===== src/rtl/fetch_unit_if.sv =====
// rtl/fetch_unit_if.sv - fetch unit memory, redirect and instruction-stream signal bundle
interface fetch_unit_if #(
    parameter int N = 32,
    parameter int A = 32
);
    logic [A-1:0] imem_addr;
    logic [N-1:0] imem_data;
    logic         stall;
    logic         redirect_valid;
    logic [A-1:0] redirect_pc;
    logic         inst_valid;
    logic         inst_ready;
    logic [N-1:0] inst;
    logic [A-1:0] inst_pc;
    logic         halted;
    logic         fault;

    modport master (
        output imem_addr,
        input  imem_data,
        input  stall,
        input  redirect_valid,
        input  redirect_pc,
        output inst_valid,
        input  inst_ready,
        output inst,
        output inst_pc,
        output halted,
        output fault
    );

    modport slave (
        input  imem_addr,
        output imem_data,
        output stall,
        output redirect_valid,
        output redirect_pc,
        input  inst_valid,
        output inst_ready,
        input  inst,
        input  inst_pc,
        input  halted,
        input  fault
    );
endinterface


===== src/rtl/fetch_unit.sv =====
// rtl/fetch_unit.sv - instruction fetch with 2-entry {pc, inst} buffer, EBREAK halt and redirect fault
module fetch_unit #(
    parameter int             N        = 32,
    parameter int             A        = 32,
    parameter logic [A-1:0]   RESET_PC = '0
) (
    input  logic       clk,
    input  logic       rst_n,
    fetch_unit_if.master bus
);
    localparam logic [1:0]   ST_RUN   = 2'd0;
    localparam logic [1:0]   ST_HALT  = 2'd1;
    localparam logic [1:0]   ST_FAULT = 2'd2;
    localparam logic [N-1:0] EBREAK   = N'(32'h0010_0073);

    logic [A-1:0] r_pc;
    logic [1:0]   r_state;
    logic [1:0]   r_count;
    logic         r_rd_ptr;
    logic [A-1:0] r_pc_q   [2];
    logic [N-1:0] r_inst_q [2];

    logic w_valid;
    logic w_pop;
    logic w_push;
    logic w_wr_ptr;

    // Write slot sits count entries past the head; when full it reuses the slot being popped.
    always_comb begin
        w_valid  = (r_count != 2'd0);
        w_pop    = w_valid && bus.inst_ready;
        w_push   = (r_state == ST_RUN) && !bus.stall && !bus.redirect_valid &&
                   ((r_count < 2'd2) || w_pop);
        w_wr_ptr = r_rd_ptr ^ r_count[0];
    end

    assign bus.imem_addr  = r_pc;
    assign bus.inst_valid = w_valid;
    assign bus.inst       = r_inst_q[r_rd_ptr];
    assign bus.inst_pc    = r_pc_q[r_rd_ptr];
    assign bus.halted     = (r_state == ST_HALT);
    assign bus.fault      = (r_state == ST_FAULT);

    always_ff @(posedge clk or negedge rst_n) begin
        if (!rst_n) begin
            r_pc     <= RESET_PC;
            r_state  <= ST_RUN;
            r_count  <= 2'd0;
            r_rd_ptr <= 1'b0;
            for (int i = 0; i < 2; i++) begin
                r_pc_q[i]   <= '0;
                r_inst_q[i] <= '0;
            end
        end else if (r_state != ST_FAULT) begin
            if (bus.redirect_valid) begin
                r_count <= 2'd0;
                if (bus.redirect_pc[1:0] == 2'b00) begin
                    r_pc    <= bus.redirect_pc;
                    r_state <= ST_RUN;
                end else begin
                    r_state <= ST_FAULT;
                end
            end else begin
                if (w_push) begin
                    r_pc_q[w_wr_ptr]   <= r_pc;
                    r_inst_q[w_wr_ptr] <= bus.imem_data;
                    r_pc               <= r_pc + A'(4);
                    if (bus.imem_data == EBREAK)
                        r_state <= ST_HALT;
                end
                if (w_pop)
                    r_rd_ptr <= ~r_rd_ptr;
                case ({w_push, w_pop})
                    2'b10:   r_count <= r_count + 2'd1;
                    2'b01:   r_count <= r_count - 2'd1;
                    default: r_count <= r_count;
                endcase
            end
        end
    end
endmodule


===== src/flat_wrapper.sv =====
// flat-port wrapper written by rule: the top's interface ports become plain ports
module fetch_unit_flat 
#(
    parameter int             N        = 32,
    parameter int             A        = 32,
    parameter logic [A-1:0]   RESET_PC = '0
)
  (clk, rst_n, bus_imem_addr, bus_imem_data, bus_stall, bus_redirect_valid, bus_redirect_pc, bus_inst_valid, bus_inst_ready, bus_inst, bus_inst_pc, bus_halted, bus_fault);
  fetch_unit_if #(.N(N), .A(A)) bus_i ();
  input  logic clk;
  input  logic rst_n;
  output wire logic [$bits(bus_i.imem_addr)-1:0] bus_imem_addr;
  input wire logic [$bits(bus_i.imem_data)-1:0] bus_imem_data;
  input wire logic [$bits(bus_i.stall)-1:0] bus_stall;
  input wire logic [$bits(bus_i.redirect_valid)-1:0] bus_redirect_valid;
  input wire logic [$bits(bus_i.redirect_pc)-1:0] bus_redirect_pc;
  output wire logic [$bits(bus_i.inst_valid)-1:0] bus_inst_valid;
  input wire logic [$bits(bus_i.inst_ready)-1:0] bus_inst_ready;
  output wire logic [$bits(bus_i.inst)-1:0] bus_inst;
  output wire logic [$bits(bus_i.inst_pc)-1:0] bus_inst_pc;
  output wire logic [$bits(bus_i.halted)-1:0] bus_halted;
  output wire logic [$bits(bus_i.fault)-1:0] bus_fault;
  assign bus_imem_addr = bus_i.imem_addr;
  assign bus_i.imem_data = bus_imem_data;
  assign bus_i.stall = bus_stall;
  assign bus_i.redirect_valid = bus_redirect_valid;
  assign bus_i.redirect_pc = bus_redirect_pc;
  assign bus_inst_valid = bus_i.inst_valid;
  assign bus_i.inst_ready = bus_inst_ready;
  assign bus_inst = bus_i.inst;
  assign bus_inst_pc = bus_i.inst_pc;
  assign bus_halted = bus_i.halted;
  assign bus_fault = bus_i.fault;
  fetch_unit #(.N(N), .A(A), .RESET_PC(RESET_PC)) u_core (.clk(clk), .rst_n(rst_n), .bus(bus_i));
endmodule

===== config.mk =====
export PLATFORM = sky130hd
export DESIGN_NAME = fetch_unit_flat
export DESIGN_NICKNAME = d
export VERILOG_FILES = /design/src/rtl/fetch_unit_if.sv /design/src/rtl/fetch_unit.sv /design/src/flat_wrapper.sv
export SDC_FILE = /design/constraint.sdc
export NUM_CORES = 1
export LEC_CHECK = 0
export BUFFER_PORTS_ARGS = -buffer_cell sky130_fd_sc_hd__buf_4
export CAP_MARGIN = 25
export CORE_UTILIZATION = 25
export CTS_BUF_LIST = sky130_fd_sc_hd__clkbuf_16
export CTS_CLUSTER_SIZE = 25
export DETAILED_ROUTE_END_ITERATION = 6
export GPL_TIMING_DRIVEN = 0
export HOLD_SLACK_MARGIN = 0.15
export PLACE_DENSITY_LB_ADDON = 0.15
export SETUP_SLACK_MARGIN = 0.02
export SLEW_MARGIN = 20
export SYNTH_ARGS = -nofsm -noshare
export SYNTH_HDL_FRONTEND = slang
export SYNTH_SLANG_ARGS = --single-unit

===== constraint.sdc =====
create_clock -name clk -period 2.9 [get_ports clk]
set_clock_uncertainty 0.1 [all_clocks]
set_input_delay 0.435 -clock clk [delete_from_list [all_inputs] [get_ports clk]]
set_output_delay 0.435 -clock clk [all_outputs]
set_load 0.005 [all_outputs]

# [Word level (Yosys, flattened, before mapping)]
# Index checks and enable logic that the tools add are counted.
[word_totals] reg_bits=165 inputBits=69 out_inout_bits=99 elab_cells=65
[classes] n_addsub=3 n_lt_le_gt_ge=4 eq_ne=7 muxes=19 bitwise_logic=5 n_reduce_logical=19
[ops] op="$mux W32" n=10
[ops] op="$bwmux W64" n=2
[ops] op="$add A32 B3 Y32 const B" n=1
[ops] op="$demux W32 S1" n=1
[ops] op="$eq A32 B21 Y1 const B" n=1
[ops] op="$reduce_and A3 Y1" n=4
[ops] op="$mux W2" n=5
[ops] op="$reduce_bool A2 Y1" n=3
[ops] op="$logic_and A1 B1 Y1" n=5
[ops] op="$eq A2 B1 Y1 const B" n=2
[ops] op="$eq A2 B2 Y1 const B" n=2
[ops] op="$ge A2 B2 Y1 const B" n=2
[ops] op="$logic_not A2 Y1" n=2
[ops] op="$not A1 Y2" n=2
[ops] op="$pmux W2 S2" n=1
[ops] op="$reduce_bool A3 Y1" n=1
[ops] op="$add A2 B1 Y2 const B" n=1
[ops] op="$logic_not A1 Y1" n=2
[ops] op="$lt A2 B1 Y1 const B" n=1
[ops] op="$lt A2 B2 Y1 const B" n=1
[ops] op="$ne A2 B1 Y1 const B" n=1
[ops] op="$ne A2 B2 Y1 const B" n=1
[ops] op="$not A1 Y1" n=2
[ops] op="$reduce_and A2 Y1" n=1
[ops] op="other kinds (3)" n=3

# [Depth between registers and ports, before layout]
# Gate-level depths: netlist of run 1.
[depth] depth_word=7 ltp_mapped=9

# [Worst setup path after synthesis of run 1]
# No wires, ideal clock.
[synth_timing] path_type="input to register" from="input bus_redirect_valid" to="register u_core.r_inst_q[56] (netlist bit)" setup_ns=0.125 arrival_time_ns=2.189 t_required_ns=2.675 setup_slack_ns=0.486 cell_stages=7 n_path_buf=4 path_cell_list="buf_6 -> or4_1 -> buf_4 -> or3_4 -> buf_6 -> buf_6 -> mux2_4"
[synth_between] elab_chain_len=4
[synth_rtl] element="from (decl)" line_no="flat_wrapper.sv:15" text="input wire logic [$bits(bus_i.redirect_valid)-1:0] bus_redirect_valid;"
[synth_rtl] element="$logic_not A1 Y1" line_no="fetch_unit.sv:32" text="w_push = (r_state == ST_RUN) && !bus.stall && !bus.redirect_valid &&"
[synth_rtl] element="$logic_and A1 B1 Y1 (2 in series)" line_no="fetch_unit.sv:32"
[synth_rtl] element="$reduce_and A3 Y1 (no line) *"
[synth_rtl] element="to (signal, indexed assignment)" line_no="fetch_unit.sv:66" text="r_inst_q[w_wr_ptr] <= bus.imem_data;"
[synth_rtl] element="to (decl)" line_no="fetch_unit.sv:21" text="logic [N-1:0] r_inst_q [2];"
# Every way passes the cells marked *; elsewhere a longest branch is shown, timed or not.
# A chain may end at the register's enable or synchronous reset.

# [Final worst setup path of run 1]
[layout_timing] from="register u_core.r_rd_ptr" to="output bus_inst[26]"
[layout_between] elab_chain_len=4
[layout_rtl] element="from (decl)" line_no="fetch_unit.sv:19" text="logic r_rd_ptr;"
[layout_rtl] element="from (signal assigned)" line_no="fetch_unit.sv:72" text="r_rd_ptr <= ~r_rd_ptr;"
[layout_rtl] element="$not A1 Y2 (implied by the code)" line_no="fetch_unit.sv:39" text="assign bus.inst = r_inst_q[r_rd_ptr];"
[layout_rtl] element="$mux W32 (implied by the code) (3 in series)" line_no="fetch_unit.sv:39"
[layout_rtl] element="to (decl)" line_no="flat_wrapper.sv:19" text="output wire logic [$bits(bus_i.inst)-1:0] bus_inst;"
# Every way passes these cells. The select of a mux whose other input is x is not followed.

==> impl_metrics.csv, run 1 <==
group,metric,value,unit
global_route,first_global_vias,6131,
global_route,overflow,0,
cts,cts_root_buffer,"clkbuf_16",
layout,drive_gt1_share,49.76,%
critical_path,cp_cell_sequence,"clkbuf_2 > clkbuf_2 > mux2_2 > buf_4",
logic_synthesis,synthTopCellsByArea,"dfrtp_1 52%, mux2_2 22%, mux2_4 6.8%",
sta,fmax,370.6,MHz
sta,maxSlewHeadroom,36.74,%
critical_path,cp.required,2.37,ns
placement,pre_cts_slack,-0.06104,ns
sta,min_period_over_period,93.04,%
floorplanning,io_pins,168,
cts,clk_latency,0.43,ns
pwr,finalPower,5683,uW
layout,n_antenna_cell,0,
pwr,power_density,533.4,mW/mm^2
critical_path,timing.critical_path.mode_cell,"clkbuf_2",
floorplanning,die_area,0.03251,mm^2
cts,cts_buffer_depth,2,
sta,drv_slew,0,
cts,cts_tree,"done",
critical_path,setup.worst_path.start_class,"flop",
logic_synthesis,synthFlopType,"dfrtp_1",
critical_path,path_class,"reg -> out",
cts,post_cts_buffers,0,
drt,ant_nets,0,
sta,min_period,2.698,ns
logic_synthesis,synth_seq_area_share,51.94,%
logic_synthesis,ys_seq_elements,165,
drt,drt_iter0_markers,325,
critical_path,critical_path.slowest_cell,"clkbuf_2",
layout,final_common_cell,"buf_4",
critical_path,crit_fanout,10,
critical_path,cpPeakStageDelay,0.41,ns
drt,viasPerCell,4.722,
floorplanning,core_area,0.03091,mm^2
critical_path,endpoint_kind,"output pin",
logic_synthesis,ys_types,56,
min_path,min_from,"bus_redirect_pc[24]",
logic_synthesis,postSynthCellCount,618,
outcome,status,"complete, no violations",
layout,area_growth,34.03,%
sta,tightest_slew,0.9454,ns
floorplanning,row_count,64,
drt,drt-total-wl,24.45,mm
critical_path,crit_arrival,2.16,ns
logic_synthesis,synth_enable_flop_cells,0,
global_route,grtUsageTotal,15.56,%
drt,first_pass_iters,4,
cts,clk_pin_slew,0.07,ns
cts,cts_sinks,165,
pwr,peakVddDrop,0.3548,mV
sta,setup-violations-final,0,
logic_synthesis,async_flop_share,100.0,%
global_route,grt_max_degree,86,
pwr,p_leak,0.005270,uW
logic_synthesis,yosysWarnings,0,
critical_path,worst_r2r_startpoint,"u_core.r_state[1]$_DFFE_PN0P_",
drt,vias,5883,
min_path,worstHoldPathType,"in -> reg",
logic_synthesis,synthesis.nets,688,
floorplanning,start_util,25.72,%
logic_synthesis,avgSynthCellArea,12.86,um^2
logic_synthesis,synth_area_leader_cell,"dfrtp_1",
floorplanning,die_w,180.3,um
placement,dpl.hpwl,17.43,mm
floorplanning,fp.dieH,180.3,um
placement,gp_congestion,0.7881,
layout,final_cell_mix,"166 x buf_4, 165 x dfrtp_1, 155 x mux2_2",
sta,timing.final.ws_setup,0.2019,ns
logic_synthesis,syn_area,0.007949,mm^2
layout,fin_nets,907,
global_route,grt_pass1_wl,38.37,mm
drt,wl_per_cell,19.63,um
sta,finalHoldViolCount,0,
critical_path,critPathLaunch,"u_core.r_rd_ptr$_DFFE_PN0P_",
cts,ctsHtreeMaxLevel,4,
critical_path,reg2reg_slack,0.26,ns
placement,port_buffers,166,
global_route,grt_antenna_before_repair,2,
sta,rsz0062_at_grt,"false",
job,max_cap_violations,0,
drt,drc,0,
cts,cts-buffers-inserted,17,
logic_synthesis,synth_top_area_share,51.94,%
-- metrics by stage --
step	util, %	cell area (um^2)	TNS, ns	hold WS (ns)	instances
final	34.47	10650	0	0.1694	1246
after global routing	34.47	10650	0	0.1575	1246
after CTS	34.46	10650	0	0.1507	1246
after detailed placement	31.48	9732	-0.4919	0.3699	1181
after global placement	31.35	9691	-0.8835	0.3592	1180
after floorplan	-	7949	0	0.03941	618
-- layout make-up --
| type | count | area [um^2] |
|---|---|---|
| timing repair buffer | 200 | 1612 |
| sequential | 165 | 4129 |
| clock buffer | 17 | 425.4 |
| clock inverter | 15 | 157.7 |
| tap | 396 | 495.5 |
| inverter | 3 | 11.26 |
| buffer | 41 | 225.2 |
| fill | 3102 | 20260 |
| multi-input combinational | 409 | 3598 |
-- power by group --
| group | internal, uW | switching (uW) |
|---|---|---|
| sequential | 2440 | 131 |
| combinational | 461 | 355 |
| clock | 1220 | 1080 |
| total | 4120 | 1560 |
-- repair_timing --
action                                  CTS  global route
hold buffers                             33             0
endpoints found under the setup margin   50             8
gates resized for setup                   6             2
endpoints found under the hold margin   134             0
cloned                                    0             0
-- metal layers --
metal	wire length [um]	track usage (%)	vias up	share of wire (%)
li1	-	-	2725	-
met1	11890	21.71	3011	49
met2	11400	24.59	129	47
met3	732	2.546	18	3.0
met4	438	4.752	0	1.8
met5	0	0	-	0
-- critical path, delay by kind of cell, from the launching register on --
family | cells | cell delay [ns]
flip-flops | 1 | 0.39
multiplexers | 1 | 0.39
buffers and inverters | 3 | 0.95
-- path summary, 6_finish.rpt --
kind | end | cells after the start
setup reg to reg | u_core.bus.imem_addr[6]$_DFFE_PN0P_ | 6
max in group asynchronous | u_core.r_inst_q[30]$_DFFE_PN0P_ | 3
hold reg to reg | u_core.r_pc_q[36]$_DFFE_PN0P_ | 2
setup / recovery | bus_inst[26] | 4
hold / removal | u_core.bus.imem_addr[24]$_DFFE_PN0P_ | 3
min in group asynchronous | u_core.r_inst_q[6]$_DFFE_PN0P_ | 2
-- registers in the layout, indices dropped and copies added (netlist names) --
signal,count
u_core.r_pc_q,64
u_core.bus.imem_addr,32
u_core.r_rd_ptr,1
u_core.r_inst_q,64
u_core.r_count,2
u_core.r_state,2
-- cells by family (layout without fill, tap and decap cells) --
kind of cell	after synthesis	in the layout	synth area share (%)
XOR/XNOR	5	5	0.5510
multiplexers	196	196	29.39
flip-flops	165	165	51.94
adder cells (fa/ha/maj)	1	1	0.1574
AO/OA/AOI/OAI	73	73	6.155
buffers and inverters	44	276	2.865
AND/OR/NAND/NOR	134	134	8.941
-- Yosys cell counts, types with 3 or more instances --
cell type and instances:
a211oi_1 3, a21oi_1 10, a22oi_1 4, a31oi_1 6
and3_1 15, and4_1 6, buf_2 11, buf_6 6
clkbuf_1 22, dfrtp_1 165, mux2_2 155, mux2_4 36
mux2i_1 5, nand2_1 30, nand3_1 17, nand4_1 13
nor2_1 24, nor2b_1 3, nor3_1 5, nor4_1 7
o21ai_0 17, o22ai_1 10, o311ai_0 3, o32ai_1 3
xor2_1 3
(Power assumes the default switching activity.)
==> inputs of run 2 (changes only) <==
CORE_ASPECT_RATIO = 2   (was not set)
==> impl_metrics.csv, run 2 (same netlist as run 1, synthesis figures left out) <==
group,metric,value,unit
sta,finalHoldViolCount,0,
layout,multi_input_area,0.003598,mm^2
min_path,hold_end,"u_core.r_inst_q[61]$_DFFE_PN0P_",
sta,fmax,365.8,MHz
placement,gp_congestion,0.8088,
critical_path,cpPeakStageDelay,0.80,ns
sta,rsz0062_at_grt,"false",
global_route,grt_antenna_before_repair,0,
critical_path,setup.worst_path.start_class,"flop",
cts,cts_sinks,165,
critical_path,critical-path-top-delay-family,"simple AND/OR/NAND/NOR gates",
critical_path,path_class,"reg -> reg",
layout,fillCellCount,3191,
sta,drv_slew,0,
floorplanning,die_area,0.03256,mm^2
floorplanning,start_util,25.29,%
layout,n_antenna_cell,0,
min_path,whs_path_depth,2,
outcome,status,"complete, no violations",
pwr,p_leak,0.005310,uW
cts,clk_pin_slew,0.07,ns
global_route,overflow,0,
sta,setup-violations-final,0,
cts,cts_buffer_depth,2,
critical_path,crit_fanout,8,
placement,dpl.hpwl,19.43,mm
sta,min_period,2.734,ns
critical_path,critPathLaunch,"u_core.bus.imem_addr[2]$_DFFE_PN0P_",
global_route,grt_max_degree,69,
layout,final_cell_mix,"166 x buf_4, 165 x dfrtp_1, 155 x mux2_2",
drt,viasPerCell,4.676,
job,max_cap_violations,0,
layout,area_growth,35.68,%
sta,tightest_slew,0.9439,ns
min_path,min_from,"bus_imem_data[29]",
layout,seq_area,0.004129,mm^2
critical_path,cp.required,3.17,ns
critical_path,endpoint_kind,"flop",
global_route,grtUsageTotal,17.05,%
sta,maxSlewHeadroom,36.59,%
critical_path,crit_arrival,3.00,ns
drt,drc,0,
floorplanning,fp.dieH,254.2,um
critical_path,worst_r2r_startpoint,"u_core.bus.imem_addr[2]$_DFFE_PN0P_",
drt,vias,5999,
placement,pre_cts_slack,-0.01134,ns
drt,ant_nets,0,
drt,wl_per_cell,20.76,um
floorplanning,row_count,92,
floorplanning,die_w,128.1,um
pwr,power_density,522.3,mW/mm^2
drt,drt_iter0_markers,185,
critical_path,ff2ff_path_depth,6,
placement,port_buffers,166,
cts,cts-buffers-inserted,17,
global_route,grt_pass1_wl,40.03,mm
cts,ctsHtreeMaxLevel,4,
critical_path,cp_cell_sequence,"ha_1 > nand3_1 > nor3_1 > nand4_1 > mux2_2 > a31oi_1",
cts,cts_tree,"done",
drt,first_pass_iters,4,
min_path,worstHoldPathType,"in -> reg",
cts,clk_latency,0.44,ns
layout,utilization,34.32,%
pwr,peakVddDrop,0.4034,mV
layout,fin_nets,918,
floorplanning,io_pins,168,
drt,drt-total-wl,26.64,mm
sta,min_period_over_period,94.28,%
critical_path,r2r-end,"u_core.bus.imem_addr[26]$_DFFE_PN0P_",
layout,finalNonFillerCells,1283,
floorplanning,core_area,0.03143,mm^2
cts,cts_root_buffer,"clkbuf_16",
critical_path,reg2reg_slack,0.17,ns
placement,placed_cells,1210,
layout,drive_gt1_share,49.19,%
sta,timing.final.ws_setup,0.1659,ns
critical_path,critical_path.slowest_cell,"nor3_1",
global_route,first_global_vias,6505,
layout,final_common_cell,"buf_4",
critical_path,path_buf_inv,0,
-- run 2: report_power, final --
group | switching, uW | internal, uW
registers | 138 | 2440
clock network | 1040 | 1190
logic | 359 | 472
total | 1540 | 4100
-- run 2: what timing repair did --
item	4_1_cts	5_1_grt
setup endpoints to repair	50	8
setup buffers	0	0
gates resized for setup	6	2
endpoints found under the hold margin	168	0
hold buffers	42	0
-- run 2: final cells by class --
type                    count  share of cell area [%]
plain buffers              41                   2.088
clock buffers              17                   3.944
clock inverters            14                   1.230
inverters                   3                  0.1044
multi-input cells         409                   33.36
flip-flops and latches    165                   38.28
well taps                 423                   4.907
repair buffers            211                   16.08
-- run 2: worst max-delay path by stage --
| stage | end | cells after the start | slack [ns] |
|---|---|---|---|
| 3_3_place_gp | u_core.bus.imem_addr[28]$_DFFE_PN0P_ | 6 | -0.40 |
| 6_report | u_core.bus.imem_addr[26]$_DFFE_PN0P_ | 6 | 0.17 |
| 2_1_floorplan | u_core.r_inst_q[56]$_DFFE_PN0P_ | 7 | 0.49 |
| 3_5_place_dp | bus_inst_pc[4] | 4 | -0.01 |
| 4_1_cts | u_core.bus.imem_addr[4]$_DFFE_PN0P_ | 7 | 0.06 |
| 5_1_grt | u_core.bus.imem_addr[26]$_DFFE_PN0P_ | 6 | 0.05 |
-- run 2: layer usage --
| metal | vias to the layer above | wire [um] | GRT usage [%] |
|---|---|---|---|
| met5 | - | 0 | 0 |
| met4 | 0 | 579 | 5.580 |
| met3 | 28 | 1107 | 3.986 |
| met2 | 175 | 15300 | 33.59 |
| met1 | 3054 | 9655 | 17.18 |
| li1 | 2742 | - | - |
-- run 2: metrics by stage --
step / power (uW) / hold WS (ns) / TNS, ns / area, um^2
after floorplan: 2940 / 0.03941 / 0 / 7949
after global placement: 3414 / 0.3599 / -1.509 / 9724
after detailed placement: 3428 / 0.2292 / -0.02752 / 9798
after CTS: 5766 / 0.1526 / 0 / 10780
after global routing: 5910 / 0.1607 / 0 / 10790
final: 5633 / 0.1791 / 0 / 10790
